[src/rtl/reg_writeback_pkg.sv]
// reg_writeback_pkg: shared widths, limits and types for the writeback arbiter and scoreboard
package reg_writeback_pkg;
  localparam int REG_IDX_W = 4;
  localparam int DATA_W = 32;
  localparam int NUM_REGS = 16;
  localparam int PEND_W = 2;
  localparam int STARVE_MAX = 3;
  localparam int STARVE_W = 2;
  localparam logic [REG_IDX_W-1:0] PC_REG = 4'd15;
  localparam logic [PEND_W-1:0] PEND_MAX = '1;
  typedef logic [REG_IDX_W-1:0] reg_idx_t;
  typedef logic [DATA_W-1:0] data_t;
endpackage

[src/rtl/reg_writeback_wb_scoreboard.sv]
// wb_scoreboard: per-register outstanding-write counters, issue/retire update, hazard busy flags, sticky underflow error (busy masking under WB_BYPASS_EN)
module wb_scoreboard
  import reg_writeback_pkg::*;
(
  input  logic     clk,
  input  logic     reset,
  input  logic     issue_valid,
  input  reg_idx_t issue_reg,
  output logic     issue_ready,
  input  logic     retire_en,
  input  reg_idx_t retire_reg,
  input  reg_idx_t chk_regA,
  input  reg_idx_t chk_regB,
  output logic     busyA,
  output logic     busyB,
  output logic     sb_err
);
  logic [PEND_W-1:0] r_cnt [NUM_REGS];
  logic r_sb_err;
  logic w_issue;
  logic [NUM_REGS-1:0] w_inc;
  logic [NUM_REGS-1:0] w_dec;
  // A full counter can still take an issue when the same register retires this cycle.
  assign issue_ready = r_cnt[issue_reg] != PEND_MAX || (retire_en && retire_reg == issue_reg);
  assign w_issue = issue_valid && issue_ready;
  assign w_inc = {{(NUM_REGS-1){1'b0}}, w_issue} << issue_reg;
  assign w_dec = {{(NUM_REGS-1){1'b0}}, retire_en} << retire_reg;
`ifdef WB_BYPASS_EN
  // The last pending write being retired right now is forwarded by decode, so it is not a hazard.
  assign busyA = r_cnt[chk_regA] != '0 && !(retire_en && retire_reg == chk_regA && r_cnt[chk_regA] == PEND_W'(1));
  assign busyB = r_cnt[chk_regB] != '0 && !(retire_en && retire_reg == chk_regB && r_cnt[chk_regB] == PEND_W'(1));
`else
  assign busyA = r_cnt[chk_regA] != '0;
  assign busyB = r_cnt[chk_regB] != '0;
`endif
  assign sb_err = r_sb_err;
  // Counter update: issue increments, retire decrements, both together cancel; zero never wraps.
  always_ff @(posedge clk or posedge reset) begin
    if (reset) begin
      for (int n = 0; n < NUM_REGS; n++) r_cnt[n] <= '0;
    end else begin
      for (int n = 0; n < NUM_REGS; n++)
        if (w_inc[n] && !w_dec[n]) r_cnt[n] <= r_cnt[n] + 1'b1;
        else if (w_dec[n] && !w_inc[n] && r_cnt[n] != '0) r_cnt[n] <= r_cnt[n] - 1'b1;
    end
  end
  // A retire against an empty counter means the pipeline lost track of a write; hold the flag.
  always_ff @(posedge clk or posedge reset) begin
    if (reset) r_sb_err <= 1'b0;
    else if (retire_en && r_cnt[retire_reg] == '0) r_sb_err <= 1'b1;
  end
endmodule

[src/rtl/reg_writeback.sv]
// reg_writeback: load/ALU writeback arbiter with anti-starvation, registered regfile write port and RAW scoreboard (optional WB_BYPASS_EN busy masking)
module reg_writeback
  import reg_writeback_pkg::*;
(
  input  logic     clk,
  input  logic     reset,
  input  logic     issue_valid,
  input  reg_idx_t issue_reg,
  output logic     issue_ready,
  input  logic     alu_valid,
  input  reg_idx_t alu_reg,
  input  data_t    alu_data,
  output logic     alu_ready,
  input  logic     ld_valid,
  input  reg_idx_t ld_reg,
  input  data_t    ld_data,
  output logic     ld_ready,
  output logic     write_en,
  output reg_idx_t write_reg,
  output data_t    write_data,
  input  reg_idx_t chk_regA,
  input  reg_idx_t chk_regB,
  output logic     busyA,
  output logic     busyB,
  output logic     sb_err
);
  logic [STARVE_W-1:0] r_starve;
  logic w_alu_force;
  logic w_ld_win;
  logic w_alu_xfer;
  assign w_alu_force = alu_valid && r_starve == STARVE_W'(STARVE_MAX);
  assign w_ld_win = ld_valid && !w_alu_force;
  assign ld_ready = w_ld_win;
  assign alu_ready = !w_ld_win;
  assign w_alu_xfer = alu_valid && alu_ready;
  // Count consecutive ALU losses so the load port cannot lock the ALU out.
  always_ff @(posedge clk or posedge reset) begin
    if (reset) r_starve <= '0;
    else if (!alu_valid || w_alu_xfer) r_starve <= '0;
    else if (r_starve != STARVE_W'(STARVE_MAX)) r_starve <= r_starve + 1'b1;
  end
  // Register the winning result onto the regfile write port for exactly one cycle.
  always_ff @(posedge clk or posedge reset) begin
    if (reset) begin
      write_en <= 1'b0;
      write_reg <= '0;
      write_data <= '0;
    end else begin
      write_en <= w_ld_win || w_alu_xfer;
      if (w_ld_win || w_alu_xfer) begin
        write_reg <= w_ld_win ? ld_reg : alu_reg;
        write_data <= w_ld_win ? ld_data : alu_data;
      end
    end
  end
  wb_scoreboard u_sb (
    .clk(clk),
    .reset(reset),
    .issue_valid(issue_valid),
    .issue_reg(issue_reg),
    .issue_ready(issue_ready),
    .retire_en(write_en),
    .retire_reg(write_reg),
    .chk_regA(chk_regA),
    .chk_regB(chk_regB),
    .busyA(busyA),
    .busyB(busyB),
    .sb_err(sb_err)
  );
endmodule

[config.mk]
export PLATFORM = sky130hd
export DESIGN_NAME = reg_writeback
export DESIGN_NICKNAME = d
export VERILOG_FILES = /design/src/rtl/reg_writeback_pkg.sv /design/src/rtl/reg_writeback_wb_scoreboard.sv /design/src/rtl/reg_writeback.sv
export SDC_FILE = /design/constraint.sdc
export NUM_CORES = 1
export LEC_CHECK = 0
export ABC_CLOCK_PERIOD_IN_PS = 4600
export BUFFER_PORTS_ARGS = -buffer_cell sky130_fd_sc_hd__buf_4
export CAP_MARGIN = 25
export CORE_ASPECT_RATIO = 1.5
export CORE_MARGIN = 5
export CORE_UTILIZATION = 58
export CTS_BUF_LIST = sky130_fd_sc_hd__clkbuf_4
export DETAILED_ROUTE_END_ITERATION = 10
export PLACE_DENSITY = 0.88
export SLEW_MARGIN = 0
export SYNTH_ARGS = -nofsm -noshare
export SYNTH_HDL_FRONTEND = slang
export SYNTH_SLANG_ARGS = --single-unit
[constraint.sdc]
create_clock -name clk -period 4.6 [get_ports clk]
set_input_delay 0.46 -clock clk [delete_from_list [all_inputs] [get_ports clk]]
set_output_delay 0.46 -clock clk [all_outputs]
set_load 0.005 [all_outputs]
==> flow_summary.json <==
{
  "cts_buffers": 9,
  "whs_ps": 213,
  "clkPwrFrac": 0.184,
  "hold_violations": 0,
  "dieArea_mm2": 0.00982,
  "synth_ff_type": "dfrtp_1",
  "ys_types": 63,
  "synth.avg_cell_area_um2": 9.43,
  "async_reset_ff_frac": 1.00,
  "antenna_found_initial": 1,
  "clock.fmax_mhz": 347,
  "syn_to_final_growth_pct": 24.5,
  "p_int_w": 0.00120,
  "grtUsageMet1": 0.331,
  "slew_viol_final": 0,
  "postRouteAntennaNets": 0,
  "fillCellCount": 560,
  "grt_max_degree": 73,
  "synth_edf_count": 0,
  "cpPeakStageDelay_ps": 760,
  "cts_setup_buffers": 0,
  "crit_slowest_cell": "a32o_1",
  "portBuffers": 131,
  "start_util": 0.598,
  "min_period_over_period": 0.627,
  "io_pins": 132,
  "track_usage": 0.285,
  "die_x_um": 82.6,
  "hold_buffers": 0,
  "power_density_mw_per_mm2": 333,
  "rsz0062_at_grt": "no",
  "postCtsResizedCells": 0,
  "peakVddDrop_mv": 0.227,
  "gp_congestion": 0.977,
  "clk_latency_ps": 440,
  "drt_first_pass_iters": 5,
  "top_usage_layer": "met2",
  "place_hpwl_um": 10300,
  "syn-instance-count": 486,
  "seq_area_frac_synth": 0.393,
  "seqPwrFrac": 0.474,
  "drive_above_1_share": 0.295,
  "critPathBufInv": 0,
  "fin_skew_ps": 17.6,
  "synth_area_mm2": 0.00458,
  "cts_tree": "built",
  "nets": 693,
  "met2_usage": 0.471,
  "maxCapViolCount": 0,
  "critPathKind": "flip-flop to flip-flop",
  "start_kind": "flip-flop",
  "clock_path_buffers": 2,
  "p_leak_nw": 2.71,
  "synthesis.nets": 576,
  "relSlewSlack": 0.395,
  "p_sw_w": 0.000697,
  "critPathArrivalTime_ps": 3200,
  "combPwrFrac": 0.342,
  "synth_warnings": 0,
  "critPathTopFamily": "compound AO/OA/AOI/OAI gates",
  "route.detailed.drc": 0,
  "worst_pin_slew_ps": 907,
  "via_count": 4374,
  "grt.overflow.total": 0,
  "setup_violations": 0,
  "crit_fanout": 18,
  "layout_commonest_cell": "buf_4",
  "cp.required_ps": 4920,
  "fp.dieH_um": 119,
  "routed_wl_um": 13300,
  "fin_crit_ps": 2880,
  "outcome": "finished clean",
  "end_kind": "flip-flop",
  "vias_per_cell": 6.16,
  "met3_usage": 0.0823,
  "grt_pass1_wl_um": 21300,
  "mostFrequentLayoutCells": "buf_4 (133), nand2_1 (73), dfrtp_1 (72)",
  "drtIter0Drc": 453,
  "clkSinkCount": 72,
  "core_area_mm2": 0.00766,
  "crit_chain": "xor2_1, nor3_1, a32o_1, o211ai_1, o21a_1, a211o_1",
  "hp-class": "input pin to flip-flop",
  "core.rowCount": 39,
  "tns_ps": 0,
  "switching_share": 0.366,
  "ys_ff_latch": 72,
  "grt_pass1_vias": 4422,
  "clkTransAtPathRegs_ps": 130,
  "cts-root-buf": "clkbuf_4",
  "htree_levels": 3,
  "drt-wirelength-per-cell_um": 18.8
}
-- per-layer routing --
metal | vias to the layer above | share of wire
met2 | 238 | 0.52
met4 | 0 | 0.040
li1 | 2011 | -
met1 | 2082 | 0.36
met3 | 43 | 0.082
met5 | - | 0
-- worst register-to-register path, delay by kind of cell, from the launching register on --
| kind | cells | cell delay [ps] |
|---|---|---|
| AOI/OAI and AO/OA | 4 | 1620 |
| xor gates and xnor gates | 1 | 240 |
| DFF | 1 | 590 |
| and+or+nand+nor | 1 | 330 |
-- worst paths after layout --
check                        startpoint              to  slack [ps]  cells after the start
max                        write_reg[3]   u_sb.r_cnt[4]        1720                      6
min                         ld_data[21]  write_data[21]         210                      3
max reg2reg                write_reg[3]   u_sb.r_cnt[4]        1720                      6
min reg2reg                 r_starve[0]     r_starve[0]         470                      1
max in group asynchronous         reset        write_en        3730                      3
min in group asynchronous         reset   u_sb.r_cnt[4]         290                      3
-- cell usage after synthesis (2+ instances only) --
cell type   n  share of area
mux2i_1    42          0.092
nand3b_1    7          0.011
nand4_1     2         0.0027
o31ai_1     3         0.0049
o22a_1      5         0.0096
a22o_1      2         0.0038
o2111a_1    2         0.0049
nor2b_1     9          0.012
a211oi_1    3         0.0049
xnor2_1     5         0.0096
a211o_1     5         0.0096
a21oi_1     8         0.0087
a22oi_1     3         0.0049
xor2_1      5         0.0096
o21ai_0    44          0.048
nor4_1      3         0.0041
buf_1       2         0.0016
nand2b_1    3         0.0041
a21boi_0    4         0.0066
o21ba_2     2         0.0044
nand3_1    10          0.011
or2_2       3         0.0041
o21bai_1    7          0.011
o21ai_1     3         0.0033
a32oi_1     2         0.0038
and3_1      4         0.0055
dfrtp_1    72           0.39
nor2_1     48          0.039
o21a_1      4         0.0066
nand2_1    73          0.060
o211ai_1    6         0.0098
o211ai_2    3         0.0082
mux2_2      2         0.0049
a21o_1      2         0.0033
inv_1       8         0.0066
mux4_2     16          0.079
clkbuf_1   18          0.015
buf_2       5         0.0055
nor3_1     14          0.015
o311a_1     2         0.0044
and2_1      3         0.0041
-- logic make-up (layout without fill, tap and decap cells) --
kind of cell             count (synthesis)  count (layout)  share of synthesized area
other                                    0               1                          0
AO/OA/AOI/OAI                          120             120                      0.185
flip-flops                              72              72                      0.393
multiplexers                            60              60                      0.175
adder cells (fa/ha/maj)                  1               1                    0.00273
buffers and inverters                   35             156                     0.0341
AND/OR/NAND/NOR                        188             188                      0.191
XOR/XNOR                                10              10                     0.0191
-- layout make-up --
| class | count | area [um2] | share of cell area |
|---|---|---|---|
| multi-input cells | 379 | 2640 | 0.462 |
| flip-flops and latches | 72 | 1800 | 0.316 |
| repair buffers | 133 | 998 | 0.175 |
| well taps | 102 | 128 | 0.0224 |
| clock buffers | 10 | 75.1 | 0.0132 |
| clock inverters | 5 | 35.0 | 0.00614 |
| inverters | 8 | 30.0 | 0.00526 |
| diodes | 1 | 2.50 | 0.000439 |
-- metrics by stage --
stage | area, um2 | power, W | worst slack (ps) | instances | utilization
finish | 5710 | 0.00190 | 1720 | 710 | 0.745
floorplan | 4580 | 0.00128 | 2320 | 486 | -
global placement | 5590 | 0.00152 | 1810 | 694 | 0.730
detailed placement | 5590 | 0.00155 | 1770 | 694 | 0.730
CTS | 5700 | 0.00190 | 1740 | 709 | 0.745
global route | 5710 | 0.00201 | 1480 | 710 | 0.745
-- power groups by stage --
| stage | Sequential [W] | Clock (W) | Combinational, W |
|---|---|---|---|
| floorplan | 0.000868 | 0 | 0.000416 |
| global placement | 0.000898 | 0 | 0.000618 |
| detailed placement | 0.000908 | 0 | 0.000647 |
| CTS | 0.000898 | 0.000353 | 0.000649 |
| global route | 0.000922 | 0.000382 | 0.000704 |
| finish | 0.000902 | 0.000349 | 0.000651 |
(Power assumes the default switching activity.)
